### src/rtl/qam_demod.sv
// 16-QAM hard-decision demapper. It gates symbols on carrier presence, slices each
// symbol into four bits and queues them as 2-bit codewords behind a valid/ready FIFO.
module qam_demod #(
  parameter int FIFO_DEPTH = 4,
  parameter int GAP        = 3
) (
  input  logic       sys_clk,
  input  logic       reset,
  input  logic       sym_valid,
  input  logic [3:0] I_in,
  input  logic [3:0] Q_in,
  output logic [1:0] cw_out,
  output logic       cw_valid,
  input  logic       cw_ready,
  output logic       carrier,
  output logic       overflow,
  output logic [7:0] unrel_cnt
);

  localparam int AW = $clog2(FIFO_DEPTH);
  localparam int CW = AW + 1;
  localparam int ZW = $clog2(GAP + 1);

  typedef enum logic {IDLE = 1'b0, TRACK = 1'b1} state_t;

  state_t        state;
  logic [ZW-1:0] zcnt;
  logic          s1_valid;
  logic [3:0]    s1_bits;
  logic          s1_unrel;

  logic [1:0]    mem [FIFO_DEPTH];
  logic [AW-1:0] wr_ptr;
  logic [AW-1:0] rd_ptr;
  logic [CW-1:0] count;

  logic          is_zero;
  logic          gap_hit;
  logic          accept;
  logic [3:0]    bits;
  logic          unrel;
  logic          pop;
  logic          push;
  logic [CW:0]   free;

  function automatic logic [1:0] slice(input logic signed [3:0] v);
    return {~v[3], (v > -4'sd4) && (v < 4'sd4)};
  endfunction

  function automatic logic on_threshold(input logic signed [3:0] v);
    return (v == -4'sd4) || (v == 4'sd0) || (v == 4'sd4);
  endfunction

  always_comb begin
    is_zero = (I_in == '0) && (Q_in == '0);
    gap_hit = is_zero && (zcnt == ZW'(GAP - 1));
    accept  = '0;
    if (sym_valid)
      accept = (state == IDLE) ? !is_zero : !gap_hit;
    bits  = {slice(I_in), slice(Q_in)};
    unrel = on_threshold(I_in) || on_threshold(Q_in);
  end

  always_ff @(posedge sys_clk or negedge reset) begin
    if (!reset) begin
      state    <= IDLE;
      carrier  <= '0;
      zcnt     <= '0;
      s1_valid <= '0;
      s1_bits  <= '0;
      s1_unrel <= '0;
    end else begin
      s1_valid <= accept;
      if (accept) begin
        s1_bits  <= bits;
        s1_unrel <= unrel;
      end
      if (sym_valid) begin
        case (state)
          IDLE: begin
            if (!is_zero) begin
              state   <= TRACK;
              carrier <= 1'b1;
              zcnt    <= '0;
            end
          end
          TRACK: begin
            if (!is_zero) begin
              zcnt <= '0;
            end else if (gap_hit) begin
              zcnt    <= ZW'(GAP);
              state   <= IDLE;
              carrier <= 1'b0;
            end else begin
              zcnt <= zcnt + ZW'(1);
            end
          end
          default: state <= IDLE;
        endcase
      end
    end
  end

  // A pop on the same edge frees a slot, so it counts toward room for the pair.
  always_comb begin
    pop  = cw_valid && cw_ready;
    free = (CW + 1)'(FIFO_DEPTH) - (CW + 1)'(count) + (CW + 1)'(pop);
    push = s1_valid && (free >= (CW + 1)'(2));
  end

  always_ff @(posedge sys_clk or negedge reset) begin
    if (!reset) begin
      for (int unsigned i = 0; i < FIFO_DEPTH; i++)
        mem[i] <= '0;
      wr_ptr    <= '0;
      rd_ptr    <= '0;
      count     <= '0;
      overflow  <= '0;
      unrel_cnt <= '0;
    end else begin
      if (push) begin
        mem[wr_ptr]          <= s1_bits[3:2];
        mem[wr_ptr + AW'(1)] <= s1_bits[1:0];
        wr_ptr               <= wr_ptr + AW'(2);
        if (s1_unrel && (unrel_cnt != '1))
          unrel_cnt <= unrel_cnt + 8'd1;
      end
      if (pop)
        rd_ptr <= rd_ptr + AW'(1);
      count    <= count + CW'(push ? 2 : 0) - CW'(pop);
      overflow <= s1_valid && !push;
    end
  end

  assign cw_valid = (count != '0);
  assign cw_out   = cw_valid ? mem[rd_ptr] : '0;

endmodule

### config.mk
export PLATFORM = sky130hd
export DESIGN_NAME = qam_demod
export DESIGN_NICKNAME = d
export VERILOG_FILES = /design/src/rtl/qam_demod.sv
export SDC_FILE = /design/constraint.sdc
export NUM_CORES = 1
export LEC_CHECK = 0
export ABC_AREA = 1
export BUFFER_PORTS_ARGS = -buffer_cell sky130_fd_sc_hd__buf_2
export CELL_PAD_IN_SITES_DETAIL_PLACEMENT = 0
export CELL_PAD_IN_SITES_GLOBAL_PLACEMENT = 1
export CORE_MARGIN = 4
export CORE_UTILIZATION = 35
export DETAILED_ROUTE_END_ITERATION = 8
export PLACE_DENSITY_LB_ADDON = 0.1
export SETUP_SLACK_MARGIN = 0.15
export SLEW_MARGIN = 20
export SYNTH_ARGS = -nofsm -noshare
export SYNTH_HDL_FRONTEND = slang
export SYNTH_SLANG_ARGS = --single-unit
### constraint.sdc
create_clock -name sys_clk -period 6 [get_ports sys_clk]
set_clock_uncertainty 0.15 [all_clocks]
set_input_delay 0.6 -clock sys_clk [delete_from_list [all_inputs] [get_ports sys_clk]]
set_output_delay 0.6 -clock sys_clk [all_outputs]
set_load 0.01 [all_outputs]
---- Word-level counts from Yosys, hierarchy flattened ----
Index checks and enable logic that the tools add are counted.
word-level totals
  register bits after elaboration ......... 34
  output and inout port bits .............. 13
  logic and storage cells ................. 100
cells by class
  add/sub/neg operators ................... 9
  $lt $le $gt $ge ......................... 10
  equality and inequality tests ........... 9
  muxes and demuxes ....................... 25
  bitwise logic cells ..................... 6
  reductions and logical operators ........ 26
operators with widths
  kind                                                                                  count
  2-bit 2-to-1 mux                                                                      9
  8-bit bitwise mux                                                                     2
  4-bit zero test                                                                       4
  1-bit logical AND                                                                     10
  3-bit greater-or-equal comparator (second input constant)                             3
  2-bit inverter with 3-bit output                                                      3
  8-bit by 1-bit adder with 8-bit output (second input constant)                        1
  2-bit demux with 2-bit select                                                         2
  4-bit by 3-bit == test with 1-bit output (second input constant)                      2
  4-bit == test (second input constant)                                                 2
  4-bit by 3-bit > comparator with 1-bit output (second input constant)                 2
  4-bit less-than comparator (second input constant)                                    2
  1-bit 2-to-1 mux                                                                      8
  8-bit != test (second input constant)                                                 1
  2-bit by 1-bit adder with 2-bit output (second input constant)                        3
  3-bit by 1-bit less-than comparator with 1-bit output (second input constant)         2
  1-bit logical OR                                                                      5
  4-bit by 1-bit adder with 4-bit output                                                1
  2-bit binary-select mux with 2-bit select                                             1
  4-bit by 2-bit greater-or-equal comparator with 1-bit output (second input constant)  1
  2-bit by 1-bit != test with 1-bit output (second input constant)                      2
  1-bit case mux with 2 select lines                                                    2
  2-bit case mux with 2 select lines                                                    1
  2-bit AND reduction                                                                   2
  other kinds (10)                                                                      14

---- Depth between registers and ports, before layout ----
Gate-level depths: netlist of run 1.
  depth in word-level cells ............... 8
  mapped depth ............................ 15
  gate-level depth less buffers ........... 15

---- Worst setup path before layout of run 1 ----
OpenSTA, ideal clock, no wires.
  path type ............................... flip-flop to flip-flop
  start ................................... register count[2]
  end ..................................... register count[2]
  library setup time ...................... 129 ps
  data arrival time ....................... 2347 ps
  slack ................................... 3375 ps
  cell stages (with the launch flop) ...... 16
  path buffers ............................ 0
  cells stage by stage .................... dfrtp_1 > inv_2 > nand3_1 > nand2_1 > ha_1 > inv_1 > ha_1 > nand3_2 > nand2_2 > a21oi_4 > inv_1 > ha_1 > inv_1 > ha_1 > xnor2_1 > xor2_1
on the way
  cells in the longest elaborated chain, start to end .. 8
RTL lines
  element                                                       RTL line  text
  start: declaration                                            35        logic [CW-1:0] count;
  start signal: assignment                                      130       count <= count + CW'(push ? 2 : 0) - CW'(pop);
  3-bit nonzero test (*)                                        135       assign cw_valid = (count != '0);
  via cw_valid                                                  13        output logic cw_valid,
  1-bit logical AND (*)                                         106       pop = cw_valid && cw_ready;
  4-bit by 1-bit adder with 4-bit output                        107       free = (CW + 1)'(FIFO_DEPTH) - (CW + 1)'(count) + (CW + 1)'(pop);
  4-bit by 2-bit greater-or-equal comparator with 1-bit output  108       push = s1_valid && (free >= (CW + 1)'(2));
  1-bit logical AND                                             108
  2-bit 2-to-1 mux                                              130
  3-bit by 2-bit adder with 3-bit output                        130
  3-bit by 1-bit subtractor with 3-bit output (*)               130
Mark *: on every way through the listed nets, which the timed path passes. The rest lies on a longest branch.
A chain may end at the register's enable or synchronous reset.

---- Final worst setup path of run 1 ----
  start ................................... register count[2]
  end ..................................... register count[2]
on the way
  cells in the longest elaborated chain, start to end .. 8
RTL lines
  element                                                                              RTL line
  branches (longest 7 deep; another with 3-bit by 3-bit subtractor with 4-bit output)  -
  3-bit by 1-bit subtractor with 3-bit output (*)                                      130
Every way passes the cells marked *.

==> results of run 1 <==
## layer usage
| layer | GRT usage (%) | vias up | wire [um] |
|---|---|---|---|
| li1 | - | 753 | - |
| met1 | 16.1 | 649 | 1710 |
| met2 | 20.8 | 23 | 1570 |
| met3 | 3.40 | 7 | 149 |
| met4 | 7.22 | 0 | 88 |
| met5 | 0 | - | 0 |
## path summary, 6_finish.rpt
path	cells past startpoint	to	from	slack [ns]
worst max-delay path	15	count[2]	count[2]	3.11
worst min-delay path	1	rd_ptr[0]	reset	0.22
worst max register to register	15	count[2]	count[2]	3.11
worst min register to register	2	s1_unrel	s1_unrel	0.32
max in group asynchronous	1	s1_bits[1]	reset	5.01
min in group sys_clk	2	s1_unrel	s1_unrel	0.32
## registers in the layout (all words and copies together), names as in the netlist
register and count:
s1_bits 4, unrel_cnt 8, overflow 1, rd_ptr 2, carrier 1, zcnt 2, wr_ptr 1, count 3
s1_valid 1, s1_unrel 1, mem 8, state 1
## Yosys cell counts (2+ instances only)
cell type	n	share of area, %
nor2_1	21	4.4
xnor2_1	2	0.99
o21ai_0	10	2.8
o21bai_1	2	0.85
nand2_2	2	0.71
inv_2	3	0.64
nand3b_1	2	0.85
a21oi_1	2	0.56
nand3_1	27	7.6
a21oi_4	3	2.8
dfrtp_1	33	47
nor2_2	2	0.71
xor2_1	4	2.0
inv_1	20	4.2
nand2_1	70	15
ha_1	7	4.9
## placed cells by master, fill, tap and decap left out
cell / instances
nand2_1: 70
dfrtp_1: 33
nand3_1: 27
buf_2: 24
nor2_1: 21
inv_1: 20
o21ai_0: 10
ha_1: 7
clkbuf_8: 6
xor2_1: 4
inv_2: 3
a21oi_4: 3
nand2_2: 2
a21oi_1: 2
xnor2_1: 2
nor2_2: 2
nand3b_1: 2
o21bai_1: 2
nand3_2: 1
nor2_4: 1
o21ai_2: 1
nand2_4: 1
nand3_4: 1
nand4_1: 1
clkbuf_1: 1
## cell type report
| cell class | instances | area, um^2 |
|---|---|---|
| timing repair buffer | 24 | 120 |
| clock buffer | 7 | 86.3 |
| fill | 527 | 2770 |
| tap | 67 | 83.8 |
| inverter | 23 | 86.3 |
| sequential | 33 | 826 |
| multi-input combinational | 160 | 846 |
## power groups by stage
| stage | sequential (mW) | clock [mW] | combinational (mW) |
|---|---|---|---|
| final | 0.345 | 0.166 | 0.329 |
| after global routing | 0.355 | 0.183 | 0.378 |
| after CTS | 0.345 | 0.173 | 0.339 |
| after detailed placement | 0.349 | 0 | 0.338 |
| after global placement | 0.348 | 0 | 0.331 |
| after floorplan | 0.341 | 0 | 0.253 |
## critical path, stage by stage, from the launching register on
cell     delay (ns)
dfrtp_1        0.40
inv_2          0.10
nand3_1        0.12
nand2_1        0.12
ha_1           0.15
inv_1          0.06
ha_1           0.23
nand3_2        0.09
nand2_2        0.07
a21oi_4        0.38
inv_1          0.12
ha_1           0.29
inv_1          0.04
ha_1           0.19
xnor2_1        0.13
xor2_1         0.14
## cells by family after synthesis
| logic type | after synthesis |
|---|---|
| buffers and inverters | 25 |
| AO/OA/AOI/OAI | 18 |
| AND/OR/NAND/NOR | 129 |
| XOR/XNOR | 6 |
| flip-flops | 33 |
| adder cells (fa/ha/maj) | 7 |
## through the flow
stage | hold WS, ns | std cells
5_1_grt | 0.291 | 314
6_report | 0.220 | 314
2_1_floorplan | 0.154 | 218
3_3_place_gp | 0.310 | 307
3_5_place_dp | 0.312 | 307
4_1_cts | 0.254 | 314
==> reports/metrics.yaml, run 1 <==
status: "finished, final reports clean"
worstSetupEndpointType: "flop"
netlist_instances: 218
path_max_fanout: 17
yosysWarnings: 0
htreeDepth: 2
rows: 25
avgSynthCellArea_um2: 8.13
critPathKind: "flop to flop"
comb_power_share_pct: 39.2
clkSlewWorstSetupHoldPaths_ns: 0.06
drt_iter0_drc: 54
antenna-diode-count: 0
die_x_um: 79.2
setup_viol: 0
initial_core_util_pct: 36.8
wl_per_cell_um: 11.2
grt_pass1_vias: 1442
core_um2: 4820
cts-root-buf: "clkbuf_8"
timing.final.crit_share_pct: 48.2
hold_buffers: 0
drcViolationCount: 0
post_cts_buffers: 0
synth.distinct_cells: 24
swShare_pct: 39.7
critPathRequiredTime_ns: 6.01
vias: 1432
finalCriticalPeriod_ns: 2.89
synth_top_family_by_area: "simple AND/OR/NAND/NOR gates"
synth_nets: 237
p_leak_nw: 1.07
track_usage_pct: 13.1
die_y_um: 79.2
worst_pin_slew_ns: 0.726
grt_max_degree: 34
synth_top_flop_cell: "dfrtp_1"
setup_tns_ns: 0
p_clk_share_pct: 19.7
rsz0062_at_grt: "no"
fin_total_pwr_mw: 0.840
io_pins: 25
peakVddDrop_mv: 0.144
fin_nets: 266
grt_pass1_wl_mm: 6.40
synth-edff-count: 0
synth_compound_area_share_pct: 7.48
syn_to_final_growth_pct: 15.5
yosys.area_share.simple_pct: 32.3
cts_buffers: 5
synthArstFlopShare_pct: 100
arrival_ns: 2.91
pwr_density_cell_nw_per_um2: 410
finalHoldViolCount: 0
relSlewSlack_pct: 51.6
yosys.area_share.xor_xnor_pct: 2.96
cts_buffer_depth: 2
fin_area_um2: 2050
final_antenna_net_count: 0
power.switching_mw: 0.333
critPathLaunchType: "flop"
final_max_slew_viol_count: 0
vias_per_cell: 4.56
synth-seq-cells: 33
hold_class: "input port to async pin"
drive_above_1_share_pct: 18.2
cts-resized-gates: 0
numPortBuffers: 24
syn_area_um2: 1770
fin_util_pct: 42.5
synthMuxAreaShare_pct: 0
cts_tree: "built"
max_freq_ghz: 0.346
synth-adder-area-share_pct: 4.94
firstDrtPassIters: 4
timing.final.ws_setup_ns: 3.11
antenna_found_initial: 0
place_area_um2: 1960
gr-total-overflow: 0
drt_wl_total_mm: 3.52
gp_congestion: 0.692
clock-sinks: 33
dp_slack_ns: 3.01
drv_cap: 0
dp_hpwl_mm: 2.63
yosysSeqAreaShare_pct: 46.6
internal_power_mw: 0.507
insertion_delay_ns: 0.28
dieArea_um2: 6270
seq_power_share_pct: 41.1
Note: power is estimated with default switching activity, not from simulation.
==> run 2: changes to the inputs <==
==> constraint.sdc (replaced) <==
create_clock -name sys_clk -period 3 [get_ports sys_clk]
set_clock_uncertainty 0.15 [all_clocks]
set_input_delay 0.3 -clock sys_clk [delete_from_list [all_inputs] [get_ports sys_clk]]
set_output_delay 0.3 -clock sys_clk [all_outputs]
set_load 0.01 [all_outputs]
==> run 2 against run 1 <==
Fmax is 13% higher. Core utilization rose by 0.36 points. Power increased by 100%. Clock power up 100%. Sequential share of layout area shrank 0.34 points. Sequential power rose by 100%. Routed wire length up 0.80%.
==> reports/metrics.yaml, run 2 (synthesis results as in run 1) <==
status: "finished, final reports clean"
hold_class: "input port to flop"
timing.rr.start: "count[2]"
drt_wl_total_mm: 3.54
fin_nets: 268
hp-start: "Q_in[3]"
clock-sinks: 33
setup_viol: 0
grt_pass1_wl_mm: 6.15
reg_top3: "mem x8, unrel_cnt x8, s1_bits x4"
vias_per_cell: 4.51
cts_tree: "built"
initial_core_util_pct: 36.8
drt_iter0_drc: 48
final_antenna_net_count: 0
drive_above_1_share_pct: 18.5
drv_cap: 0
grt_max_degree: 34
antenna_found_initial: 0
cts_buffers: 5
p_leak_nw: 1.08
finalHoldViolCount: 0
dp_hpwl_mm: 2.62
worst_pin_slew_ns: 0.726
die_x_um: 79.2
place_area_um2: 1970
rows: 25
syn_to_final_growth_pct: 16.5
cts-resized-gates: 0
vias: 1424
finalCriticalPeriod_ns: 2.57
antenna-diode-count: 0
fin_total_pwr_mw: 1.69
timing.hold.ws_ns: 0.173
final_max_slew_viol_count: 0
max_freq_ghz: 0.389
relSlewSlack_pct: 51.6
dieArea_um2: 6270
peakVddDrop_mv: 0.277
cts-root-buf: "clkbuf_8"
gr-total-overflow: 0
worstSetupEndpointType: "flop"
path_max_fanout: 3
insertion_delay_ns: 0.28
clkSlewWorstSetupHoldPaths_ns: 0.06
critPathLaunchType: "flop"
drcViolationCount: 0
track_usage_pct: 12.7
arrival_ns: 2.62
core_um2: 4820
fin_area_um2: 2070
grt_pass1_vias: 1325
critPathKind: "flop to flop"
cts_buffer_depth: 2
wl_per_cell_um: 11.2
critPathRequiredTime_ns: 3.06
setup_tns_ns: 0
critical_path.startpoint: "count[2]"
final_common_cell: "nand2_1"
numPortBuffers: 24
rsz0062_at_grt: "no"
pwr_density_cell_nw_per_um2: 819
io_pins: 25
firstDrtPassIters: 4
final_cell_mix: "nand2_1 (70), dfrtp_1 (33), nand3_1 (27), buf_2 (24), nor2_1 (21)"
timing.final.crit_share_pct: 85.6
htreeDepth: 2
die_y_um: 79.2
gp_congestion: 0.726
## run 2: cell types whose count changed in the layout (fill, tap and decap cells not counted)
cell           previous run  this run
buf_4                     0         1
dlygate4sd3_1             0         1
## run 2: worst paths after layout
kind | depth (start not counted) | slack (ns) | to
worst min-delay path | 4 | 0.17 | s1_bits[1]
worst max register to register | 15 | 0.43 | count[2]
min in group asynchronous | 2 | 0.46 | rd_ptr[1]
worst max-delay path | 15 | 0.43 | count[2]
max in group asynchronous | 2 | 1.77 | mem[2]
worst min register to register | 2 | 0.32 | carrier
## run 2: final cells by class
class                           count  area, um^2
Sequential cell                    33         826
Clock buffer                        7        86.3
Fill cell                         528        2750
Inverter                           23        86.3
Tap cell                           67        83.8
Multi-Input combinational cell    160         846
Timing Repair Buffer               26         138
## run 2: what timing repair did
item / 4_1_cts / 5_1_grt
buffers inserted: 0 / 0
endpoints found under the hold margin: 33 / 0
hold buffers: 1 / 0
## run 2: worst max-delay path: stages (launching register included)
cell,delay [ns]
dfrtp_1,0.39
inv_2,0.10
nand3_1,0.11
nand2_1,0.12
ha_1,0.15
inv_1,0.06
ha_1,0.23
nand3_2,0.10
nand2_2,0.07
a21oi_4,0.13
inv_1,0.07
ha_1,0.27
inv_1,0.04
ha_1,0.19
xnor2_1,0.16
xor2_1,0.16
## run 2: where the power goes
group          total (mW)  switching [mW]  internal, mW
clock network       0.334           0.152         0.182
registers           0.689           0.115         0.574
logic               0.668           0.401         0.266
## run 2: layer usage
layer / GRT usage, % / routed length [um] / vias to the layer above
met5: 0 / 0 / -
met4: 4.64 / 51 / 0
met3: 3.85 / 180 / 5
met2: 19.9 / 1570 / 26
met1: 16.5 / 1740 / 631
li1: - / - / 762
## run 2: stage by stage
stage	worst slack, ns	utilization, %	instances
after floorplan	0.375	-	218
after CTS	0.388	42.9	316
after detailed placement	0.406	40.9	308
after global routing	0.214	42.9	316
final	0.432	42.9	316
after global placement	0.490	40.9	308
